File: src/rtl/aclock_pkg.sv
// aclock_pkg: shared ring-state enum, BCD time struct and BCD helper functions for the alarm clock
package aclock_pkg;

    typedef enum logic [1:0] {IDLE, RINGING, SNOOZED} ring_state_t;

    typedef struct packed {
        logic [1:0] h1;
        logic [3:0] h0;
        logic [3:0] m1;
        logic [3:0] m0;
        logic [3:0] s1;
        logic [3:0] s0;
    } bcd_time_t;

    function automatic logic bcd_hm_valid(input logic [1:0] h1, input logic [3:0] h0,
                                          input logic [3:0] m1, input logic [3:0] m0);
        return h0 <= 4'd9 && m1 <= 4'd5 && m0 <= 4'd9 && (h1 < 2'd2 || (h1 == 2'd2 && h0 <= 4'd3));
    endfunction

    // Returns {tens[1:0], units[3:0]} of the 12-hour representation of a 24-hour BCD hour
    function automatic logic [5:0] to12h(input logic [1:0] h1, input logic [3:0] h0);
        logic [4:0] h;
        h = 5'd10 * {3'b0, h1} + {1'b0, h0};
        h = h == 5'd0 ? 5'd12 : h > 5'd12 ? h - 5'd12 : h;
        return h >= 5'd10 ? {2'd1, 4'(h - 5'd10)} : {2'd0, h[3:0]};
    endfunction

endpackage

File: src/rtl/bcd_time_counter.sv
// bcd_time_counter: prescaled HH:MM:SS BCD timekeeper with validated time load and a registered tick
module bcd_time_counter
    import aclock_pkg::*;
#(
    parameter int CLK_FREQ = 10
) (
    input  logic       clk,
    input  logic       reset,
    input  logic       i_ld,
    input  logic [1:0] i_h1,
    input  logic [3:0] i_h0,
    input  logic [3:0] i_m1,
    input  logic [3:0] i_m0,
    output bcd_time_t  o_time,
    output logic       o_tick
);

    localparam int PW = CLK_FREQ > 1 ? $clog2(CLK_FREQ) : 1;

    logic [PW-1:0] r_pre;
    logic          r_tick;
    bcd_time_t     r_t;
    bcd_time_t     w_next;
    logic          w_wrap;
    logic          w_ld_ok;
    logic          w_s_c;
    logic          w_m_c;
    logic          w_h_c;

    assign w_wrap  = r_pre == PW'(CLK_FREQ - 1);
    assign w_ld_ok = bcd_hm_valid(i_h1, i_h0, i_m1, i_m0);
    assign o_time  = r_t;
    assign o_tick  = r_tick;

    always_comb begin
        w_s_c     = r_t.s1 == 4'd5 && r_t.s0 == 4'd9;
        w_m_c     = w_s_c && r_t.m1 == 4'd5 && r_t.m0 == 4'd9;
        w_h_c     = w_m_c && r_t.h1 == 2'd2 && r_t.h0 == 4'd3;
        w_next    = r_t;
        w_next.s0 = r_t.s0 == 4'd9 ? 4'd0 : r_t.s0 + 4'd1;
        w_next.s1 = r_t.s0 != 4'd9 ? r_t.s1 : w_s_c ? 4'd0 : r_t.s1 + 4'd1;
        w_next.m0 = !w_s_c ? r_t.m0 : r_t.m0 == 4'd9 ? 4'd0 : r_t.m0 + 4'd1;
        w_next.m1 = !w_s_c || r_t.m0 != 4'd9 ? r_t.m1 : w_m_c ? 4'd0 : r_t.m1 + 4'd1;
        w_next.h0 = !w_m_c ? r_t.h0 : w_h_c || r_t.h0 == 4'd9 ? 4'd0 : r_t.h0 + 4'd1;
        w_next.h1 = !w_m_c ? r_t.h1 : w_h_c ? 2'd0 : r_t.h0 == 4'd9 ? r_t.h1 + 2'd1 : r_t.h1;
    end

    // A rejected load freezes time and prescaler for that cycle instead of counting through it
    always_ff @(posedge clk) begin
        if (!reset) begin
            r_pre  <= '0;
            r_tick <= 1'b0;
            r_t    <= '0;
        end else if (i_ld) begin
            r_tick <= 1'b0;
            if (w_ld_ok) begin
                r_pre <= '0;
                r_t   <= {i_h1, i_h0, i_m1, i_m0, 8'h00};
            end
        end else begin
            r_tick <= w_wrap;
            r_pre  <= w_wrap ? '0 : r_pre + PW'(1);
            if (w_wrap) r_t <= w_next;
        end
    end

endmodule

File: src/rtl/aclock_multi.sv
// aclock_multi: 24-hour BCD clock with NUM_ALARMS armed alarms, snooze, ring timeout and 12/24-hour display
module aclock_multi
    import aclock_pkg::*;
#(
    parameter int  CLK_FREQ   = 10,
    parameter int  NUM_ALARMS = 4,
    parameter int  SNOOZE_MIN = 5,
    parameter int  RING_MAX_S = 60,
    localparam int AW         = NUM_ALARMS > 1 ? $clog2(NUM_ALARMS) : 1
) (
    input  logic                  clk,
    input  logic                  reset,
    input  logic [1:0]            H_in1,
    input  logic [3:0]            H_in0,
    input  logic [3:0]            M_in1,
    input  logic [3:0]            M_in0,
    input  logic                  LD_time,
    input  logic                  LD_alarm,
    input  logic [AW-1:0]         AL_SEL,
    input  logic [NUM_ALARMS-1:0] AL_EN,
    input  logic                  STOP_al,
    input  logic                  SNOOZE,
    input  logic                  MODE_12H,
    output logic                  Alarm,
    output logic [AW-1:0]         Alarm_id,
    output logic [1:0]            H_out1,
    output logic [3:0]            H_out0,
    output logic [3:0]            M_out1,
    output logic [3:0]            M_out0,
    output logic [3:0]            S_out1,
    output logic [3:0]            S_out0,
    output logic                  PM,
    output logic                  tick
);

    localparam int SNZ_S = SNOOZE_MIN * 60;
    localparam int CW    = $clog2((SNZ_S > RING_MAX_S ? SNZ_S : RING_MAX_S) + 1);

    bcd_time_t     w_t;
    logic          r_tick_d;
    logic          w_ld_ok;
    logic          w_al_ok;
    logic          w_sec0;
    logic          w_hit;
    logic [AW-1:0] w_hit_id;
    logic [AW-1:0] r_id;
    logic [13:0]   r_al [NUM_ALARMS];
    ring_state_t   r_state;
    ring_state_t   w_state_nx;
    logic [CW-1:0] r_cnt;
    logic [CW-1:0] w_cnt_nx;
    logic          w_disarm;
    logic [5:0]    w_h12;

    bcd_time_counter #(.CLK_FREQ(CLK_FREQ)) u_time (
        .clk    (clk),
        .reset  (reset),
        .i_ld   (LD_time),
        .i_h1   (H_in1),
        .i_h0   (H_in0),
        .i_m1   (M_in1),
        .i_m0   (M_in0),
        .o_time (w_t),
        .o_tick (tick)
    );

    assign w_ld_ok  = LD_time && bcd_hm_valid(H_in1, H_in0, M_in1, M_in0);
    assign w_al_ok  = LD_alarm && bcd_hm_valid(H_in1, H_in0, M_in1, M_in0)
                      && {1'b0, AL_SEL} < (AW + 1)'(NUM_ALARMS);
    assign w_sec0   = r_tick_d && w_t.s1 == 4'd0 && w_t.s0 == 4'd0;
    assign w_disarm = !AL_EN[r_id];

    // Descending scan so the lowest matching index is the one left standing
    always_comb begin
        w_hit    = 1'b0;
        w_hit_id = '0;
        for (int i = NUM_ALARMS - 1; i >= 0; i--)
            if (AL_EN[i] && r_al[i] == {w_t.h1, w_t.h0, w_t.m1, w_t.m0}) begin
                w_hit    = w_sec0;
                w_hit_id = AW'(i);
            end
    end

    // A valid time load clears tick_d so a load onto HH:MM:00 can never look like a minute boundary
    always_ff @(posedge clk) begin
        if (!reset) begin
            r_tick_d <= 1'b0;
            for (int i = 0; i < NUM_ALARMS; i++) r_al[i] <= '0;
        end else begin
            r_tick_d <= tick && !w_ld_ok;
            if (w_al_ok) r_al[AL_SEL] <= {H_in1, H_in0, M_in1, M_in0};
        end
    end

    always_ff @(posedge clk) begin
        if (!reset) begin
            r_state <= IDLE;
            r_cnt   <= '0;
            r_id    <= '0;
        end else begin
            r_state <= w_state_nx;
            r_cnt   <= w_cnt_nx;
            if (r_state == IDLE && w_hit) r_id <= w_hit_id;
        end
    end

    always_comb begin
        w_state_nx = r_state;
        case (r_state)
            IDLE:    w_state_nx = w_hit ? RINGING : IDLE;
            RINGING: w_state_nx = w_disarm || STOP_al ? IDLE : SNOOZE ? SNOOZED : r_cnt == '0 ? IDLE : RINGING;
            SNOOZED: w_state_nx = w_disarm || STOP_al ? IDLE : r_cnt == '0 ? RINGING : SNOOZED;
            default: w_state_nx = IDLE;
        endcase
        w_cnt_nx = w_state_nx == SNOOZED && r_state != SNOOZED ? CW'(SNZ_S)
                 : w_state_nx == RINGING && r_state != RINGING ? CW'(RING_MAX_S)
                 : tick && r_cnt != '0 ? r_cnt - CW'(1) : r_cnt;
    end

    always_comb begin
        Alarm    = r_state == RINGING;
        Alarm_id = r_id;
        w_h12    = to12h(w_t.h1, w_t.h0);
        H_out1   = MODE_12H ? w_h12[5:4] : w_t.h1;
        H_out0   = MODE_12H ? w_h12[3:0] : w_t.h0;
        M_out1   = w_t.m1;
        M_out0   = w_t.m0;
        S_out1   = w_t.s1;
        S_out0   = w_t.s0;
        PM       = w_t.h1 == 2'd2 || (w_t.h1 == 2'd1 && w_t.h0 >= 4'd2);
    end

endmodule

File: config.mk
export PLATFORM = sky130hd
export DESIGN_NAME = aclock_multi
export DESIGN_NICKNAME = d
export VERILOG_FILES = /design/src/rtl/aclock_pkg.sv /design/src/rtl/bcd_time_counter.sv /design/src/rtl/aclock_multi.sv
export SDC_FILE = /design/constraint.sdc
export NUM_CORES = 1
export LEC_CHECK = 0
export BUFFER_PORTS_ARGS = -buffer_cell sky130_fd_sc_hd__buf_4
export CAP_MARGIN = 40
export CORE_MARGIN = 2
export CORE_UTILIZATION = 60
export CTS_BUF_LIST = sky130_fd_sc_hd__clkbuf_8
export CTS_CLUSTER_DIAMETER = 30
export DETAILED_ROUTE_END_ITERATION = 6
export GPL_TIMING_DRIVEN = 1
export PLACE_DENSITY = 0.79
export SYNTH_ARGS = -nofsm -noshare
export SYNTH_HDL_FRONTEND = slang
export SYNTH_SLANG_ARGS = --single-unit
File: constraint.sdc
create_clock -name clk -period 7.8 [get_ports clk]
set_input_delay 0.39 -clock clk [delete_from_list [all_inputs] [get_ports clk]]
set_output_delay 0.39 -clock clk [all_outputs]
set_load 0.05 [all_outputs]
==> results of run 1 <==
==> cells in the mapped netlist, drive strengths merged (2+ instances only) <==
| master | number | share of area, % |
|---|---|---|
| ha | 23 | 5.0 |
| a22oi | 3 | 0.39 |
| o221a | 4 | 0.78 |
| or3 | 3 | 0.32 |
| buf | 33 | 3.7 |
| nor3 | 12 | 1.0 |
| and3 | 3 | 0.32 |
| nor2 | 45 | 3.0 |
| or2 | 5 | 0.54 |
| nand2b | 8 | 0.87 |
| xor2 | 2 | 0.30 |
| nand4 | 13 | 1.4 |
| nand2 | 17 | 1.1 |
| nand3 | 12 | 1.0 |
| or3b | 2 | 0.30 |
| mux2i | 5 | 0.87 |
| nor4 | 9 | 1.2 |
| a2111oi | 2 | 0.30 |
| nand3b | 7 | 0.91 |
| or4 | 5 | 0.84 |
| clkbuf | 13 | 0.84 |
| edfxtp | 56 | 29 |
| nor4b | 3 | 0.45 |
| nor3b | 4 | 0.69 |
| a221oi | 2 | 0.30 |
| nor2b | 8 | 0.87 |
| o31ai | 4 | 0.52 |
| o21ai | 22 | 2.0 |
| and2 | 49 | 5.3 |
| a211o | 3 | 0.45 |
| xnor2 | 68 | 11 |
| dfxtp | 41 | 14 |
| and4bb | 2 | 0.43 |
| a21oi | 35 | 3.2 |
| inv | 25 | 1.6 |
| a211oi | 10 | 1.3 |
==> worst paths after layout <==
check / to / start / cells after the start
max: H_out0[2] / u_time.o_time[17]$_SDFFE_PN0P_ / 14
min: u_time.o_time[8]$_SDFFE_PN0P_ / M_in0[0] / 3
max reg2reg: r_cnt[1]$_SDFFE_PP0P_ / u_time.o_time[16]$_SDFFE_PN0P_ / 6
min reg2reg: r_tick_d$_SDFF_PN0_ / u_time.o_tick$_SDFF_PP0_ / 2
==> cell families (layout without fill, tap and decap cells) <==
family          count (synthesis)  count (layout)  share of synthesized area [%]
mux                             7               7                           1.51
compound gates                 99              99                           11.6
flops                          97              97                           43.3
fa+ha+maj                      24              24                           5.32
buf+inv                        72             101                           6.30
other cells                     1               4                         0.0649
simple gates                  209             209                           21.0
xor+xnor                       70              70                           10.9
==> sequential cells by signal, summed over array words and instances (netlist names) <==
signal,cells
Alarm_id,2
u_time.r_pre,4
u_time.o_tick,1
u_time.o_time,22
r_state,2
r_tick_d,1
r_al,56
r_cnt,9
==> layer usage <==
metal	vias to the layer above	wire length, µm
li1	2074	-
met1	2037	5600
met2	125	6330
met3	26	750
met4	0	303
met5	-	0
==> stage by stage <==
stage	hold WS, ns	std cells
after floorplan	0.465	582
after global placement	0.482	720
after detailed placement	0.513	723
after CTS	0.315	739
after global routing	0.334	740
final	0.325	740
==> power by group <==
group / leakage (nW) / internal (mW) / switching, mW / total, mW
Sequential: 0.865 / 0.559 / 0.0127 / 0.572
Combinational: 1.33 / 0.0431 / 0.0632 / 0.106
Clock: 0.118 / 0.188 / 0.172 / 0.360
Total: 2.31 / 0.790 / 0.248 / 1.04
==> critical path, cell delays in order, from the launching register on <==
cell and delay (ns):
dfxtp_1 0.47, ha_1 0.31, fa_1 0.38, xnor2_1 0.44, ha_1 0.26, nor3b_2 0.20
nor2_1 0.06, a211o_1 0.34, o21ai_2 0.08, inv_2 0.07, ha_1 0.24, a311oi_1 0.25
o31a_1 0.18, o31ai_1 0.07, buf_4 0.19
==> final cells by class <==
class / count / area [µm²]
Sequential cell: 97 / 2500
Timing Repair Buffer: 59 / 460
Multi-Input combinational cell: 413 / 2930
Fill cell: 732 / 2920
Inverter: 26 / 98.8
Clock inverter: 6 / 81.3
Clock buffer: 10 / 138
Tap cell: 129 / 161
==> results_dict.tcl, run 1 <==
set metrics [dict create \
    ios 54 \
    synth_ff_type "edfxtp_1" \
    synth_area_mm2 0.00578 \
    antenna_found_initial 0 \
    powerDensity_mw_per_mm2 163 \
    clk_latency_ns 0.36 \
    grt_use_met1_pct 34.2 \
    layout_commonest_cell "xnor2_1" \
    cap_viol_max_count 0 \
    ir_worst_vdd_mv 0.119 \
    async_flop_share_pct 0 \
    ys_types 73 \
    vias 4262 \
    slew_headroom_pct 52.7 \
    numCtsBuffers 9 \
    grt.met2_usage_pct 43.1 \
    finalSetupViolCount 0 \
    worstPathRequired_ns 7.41 \
    hold_viol 0 \
    tightest_slew_ns 0.708 \
    grt.busiest_layer "met2" \
    clock_sinks 97 \
    cp.arrival_ns 3.91 \
    start_util_pct 62.3 \
    yosysSeqAreaShare_pct 43.3 \
    ant_nets 0 \
    fin_tns_setup_ns 0 \
    drive_gt1_share_pct 15.5 \
    use_met3_pct 4.72 \
    p_leak_nw 2.31 \
    antenna_cells 0 \
    fin_crit_sh_pct 55.1 \
    nNetsFinal 657 \
    synthToLayoutAreaGrowth_pct 10.1 \
    cp-start-kind "register" \
    period_needed_ns 4.30 \
    avgRoutedWirePerCell_um 17.5 \
    maxSlewViolCount 0 \
    path_max_fanout 12 \
    die_area_mm2 0.0104 \
    cts_resized 0 \
    final_cell_mix "xnor2_1, buf_4, edfxtp_1" \
    cts_tree "yes" \
    place.gp.congestion 0.923 \
    status "finished clean" \
    firstDrtPassIters 5 \
    synthCells 579 \
    syn_avg_cell_area_um2 9.99 \
    ys_ff_latch 97 \
    cts_root_buffer "clkbuf_8" \
    post-cts-setup-buffer-count 0 \
    drtIter0Drc 254 \
    post_dp_cell_area_mm2 0.00614 \
    drt-total-wl_mm 13.0 \
    setup.worst_path.class "reg2out" \
    cts-htree-levels 3 \
    fin_area_mm2 0.00637 \
    postLayoutCoreUtil_pct 68.6 \
    dp_hpwl_mm 9.40 \
    grt_overflow 0 \
    drc 0 \
    cts.clk_slew.worst_paths_ns 0.09 \
    vias_per_cell 5.76 \
    endpoint_kind "output pin" \
    max_clock_freq_mhz 233 \
    hold_buffers 0 \
    die_y_um 102 \
    grt.total_usage_pct 26.1 \
    synth-edff-count 56 \
    setup_slack_ns 3.50 \
    grt_pass1_vias 4122 \
    rsz0062_at_grt "no" \
    core_area_mm2 0.00928 \
    row_count 35 \
    port_buffers 53 \
    clk_path_buf_depth 2 \
    hold_class "in2reg" \
    synth_warnings 0 \
    grt_pass1_wl_mm 20.5 \
    ff2ff_setup_slack_ns 5.29 \
    finClkSkew_ns 0.0129 \
    report.power.total_mw 1.04 \
    grt_max_degree 40 \
    preCtsSetupSlack_ns 3.92 \
    die_x_um 102 \
]
Note: power is estimated with default switching activity, not from simulation.
==> run 2, diff against run 1 <==
CORE_UTILIZATION = 56   (was 60)
PLACE_DENSITY = 0.78   (was 0.79)
clock period = 3.47 ns   (was 7.8 ns; I/O delays follow)
==> run 2 against run 1 <==
Compared with the run above:
- the run now ends with setup timing left
- total power rose by 120%
- cell area rose by 3.0%
- register-to-register slack got worse by 4.3 ns
- via count rose by 2.3%
- sequential power rose by 120%
- worst setup slack got worse by 3.6 ns
- clock-buffer cell count did not move
- wire length rose by 4.1%
- clock skew fell by 0.0027 ns
- highest routed layer unchanged
==> results_dict.tcl, run 2 (same netlist as run 1, synthesis figures left out) <==
set metrics [dict create \
    path_max_fanout 5 \
    largest_reg_flops 56 \
    hold_viol 0 \
    worstPathRequired_ns 3.30 \
    fin_crit_sh_pct 102 \
    critPathCapture "H_out0[1]" \
    clock_sinks 97 \
    synthToLayoutAreaGrowth_pct 13.4 \
    grt.total_usage_pct 25.0 \
    hold_ws_ns 0.110 \
    layout_commonest_cell "buf_4" \
    seqPwrFrac_pct 56.5 \
    die_area_mm2 0.0112 \
    ios 54 \
    cts-htree-levels 3 \
    finClkSkew_ns 0.0102 \
    postLayoutCoreUtil_pct 64.4 \
    preCtsSetupSlack_ns 0.0780 \
    report.power.total_mw 2.27 \
    antenna_found_initial 0 \
    cts_tree "yes" \
    cp-start-kind "register" \
    max_clock_freq_mhz 283 \
    num-fill-cells 834 \
    grt_overflow 0 \
    ir_worst_vdd_mv 0.193 \
    tightest_slew_ns 0.710 \
    cp-startpoint "u_time.o_time[20]$_SDFFE_PN0P_" \
    p_int_mw 1.71 \
    reg2reg_from "u_time.o_time[16]$_SDFFE_PN0P_" \
    grt_max_degree 40 \
    regToRegEndpoint "r_cnt[1]$_SDFFE_PP0P_" \
    status "finished with violations" \
    die_x_um 106 \
    rsz0062_at_grt "yes" \
    hold_buffers 0 \
    swShare_pct 24.7 \
    ff_latch_area_mm2 0.00250 \
    die_y_um 106 \
    nNetsFinal 670 \
    vias 4360 \
    drc 0 \
    vias_per_cell 5.74 \
    hold_class "in2reg" \
    start_util_pct 56.8 \
    drive_gt1_share_pct 19.2 \
    drtIter0Drc 285 \
    firstDrtPassIters 5 \
    fin_area_mm2 0.00656 \
    finalSetupViolCount 3 \
    ff2ff_setup_slack_ns 1.02 \
    core_area_mm2 0.0102 \
    multiInputGateArea_mm2 0.00302 \
    post_dp_cell_area_mm2 0.00622 \
    slew_headroom_pct 52.6 \
    grt_pass1_vias 4335 \
    drt-total-wl_mm 13.5 \
    numCtsBuffers 9 \
    cts.clk_slew.worst_paths_ns 0.09 \
    reg2reg_depth 7 \
    cap_viol_max_count 0 \
    avgRoutedWirePerCell_um 17.8 \
    setup_slack_ns -0.0609 \
    antenna_cells 0 \
    cts_root_buffer "clkbuf_8" \
    row_count 37 \
    place.gp.congestion 0.867 \
    combinationalPowerShare_pct 11.6 \
    setup.worst_path.class "reg2out" \
    p_leak_nw 2.37 \
    dp_hpwl_mm 9.74 \
    clk_path_buf_depth 2 \
    port_buffers 53 \
    maxSlewViolCount 0 \
    switching_power_mw 0.560 \
    period_needed_ns 3.53 \
    powerDensity_mw_per_mm2 346 \
    clk_latency_ns 0.36 \
    pwr-share-clk_pct 31.9 \
    grt_pass1_wl_mm 21.7 \
    final_cell_mix "buf_4, xnor2_1, edfxtp_1" \
    violations "setup timing" \
    regMostFlops "r_al" \
    ant_nets 0 \
    endpoint_kind "output pin" \
    cp.arrival_ns 3.36 \
]
run 2: cell count changes in the layout (fill, tap and decap cells not counted), sizes merged:
cell    before  now
clkinv       2    4
bufinv       2    1
buf         59   72
inv         28   27
run 2: per-stage QoR:
| step | instances | setup TNS, ns |
|---|---|---|
| after global routing | 760 | -0.409 |
| after global placement | 736 | 0 |
| after CTS | 757 | -0.0394 |
| final | 760 | -0.116 |
| after detailed placement | 737 | 0 |
| after floorplan | 582 | 0 |
run 2: cell type report:
class	instances	share of cell area, %
tap	136	2.59
sequential	97	38.2
multi-input combinational	413	46.1
timing repair buffer	72	8.78
inverter	26	1.51
clock inverter	6	0.763
clock buffer	10	2.10
run 2: critical path, stage by stage (launching register included):
cell	delay [ns]
dfxtp_2	0.35
ha_4	0.16
fa_2	0.54
inv_2	0.05
ha_4	0.15
nor3b_4	0.15
a211oi_2	0.21
a211o_1	0.18
o21ai_2	0.09
inv_2	0.10
ha_4	0.17
nor2_2	0.05
a221o_1	0.31
o32a_1	0.31
buf_6	0.16
run 2: layer usage:
metal / vias up / GRT usage, % / share of wire [%]
li1: 2106 / - / -
met1: 2098 / 32.3 / 43
met3: 31 / 2.60 / 4.4
met2: 125 / 42.4 / 50
met5: - / 0 / 0
met4: 0 / 11.7 / 3.0
run 2: worst min-delay path by stage:
stage                                      start                       endpoint  slack [ns]  cells past startpoint
floorplan                               M_in0[0]  u_time.o_time[8]$_SDFFE_PN0P_        0.34                      2
global placement    u_time.r_pre[2]$_SDFFE_PN0N_   u_time.r_pre[2]$_SDFFE_PN0N_        0.48                      2
detailed placement                     AL_SEL[0]       r_al[0][0]$_SDFFCE_PN0P_        0.49                      2
CTS                                    AL_SEL[0]       r_al[0][0]$_SDFFCE_PN0P_        0.10                      2
global route                           AL_SEL[0]       r_al[0][0]$_SDFFCE_PN0P_        0.11                      2
finish                                  M_in0[0]  u_time.o_time[8]$_SDFFE_PN0P_        0.11                      3
run 2: power groups by stage:
stage               combinational (mW)  sequential (mW)  clock [mW]
global route                     0.284             1.29       0.769
CTS                              0.255             1.28       0.731
detailed placement               0.244             1.31           0
floorplan                        0.161             1.30           0
global placement                 0.232             1.31           0
finish                           0.264             1.28       0.723
run 2: repair_timing:
item,in CTS,in global routing
gates resized for setup,16,8
pin swaps,8,10
setup endpoints to repair,3,4
buffers inserted,4,2
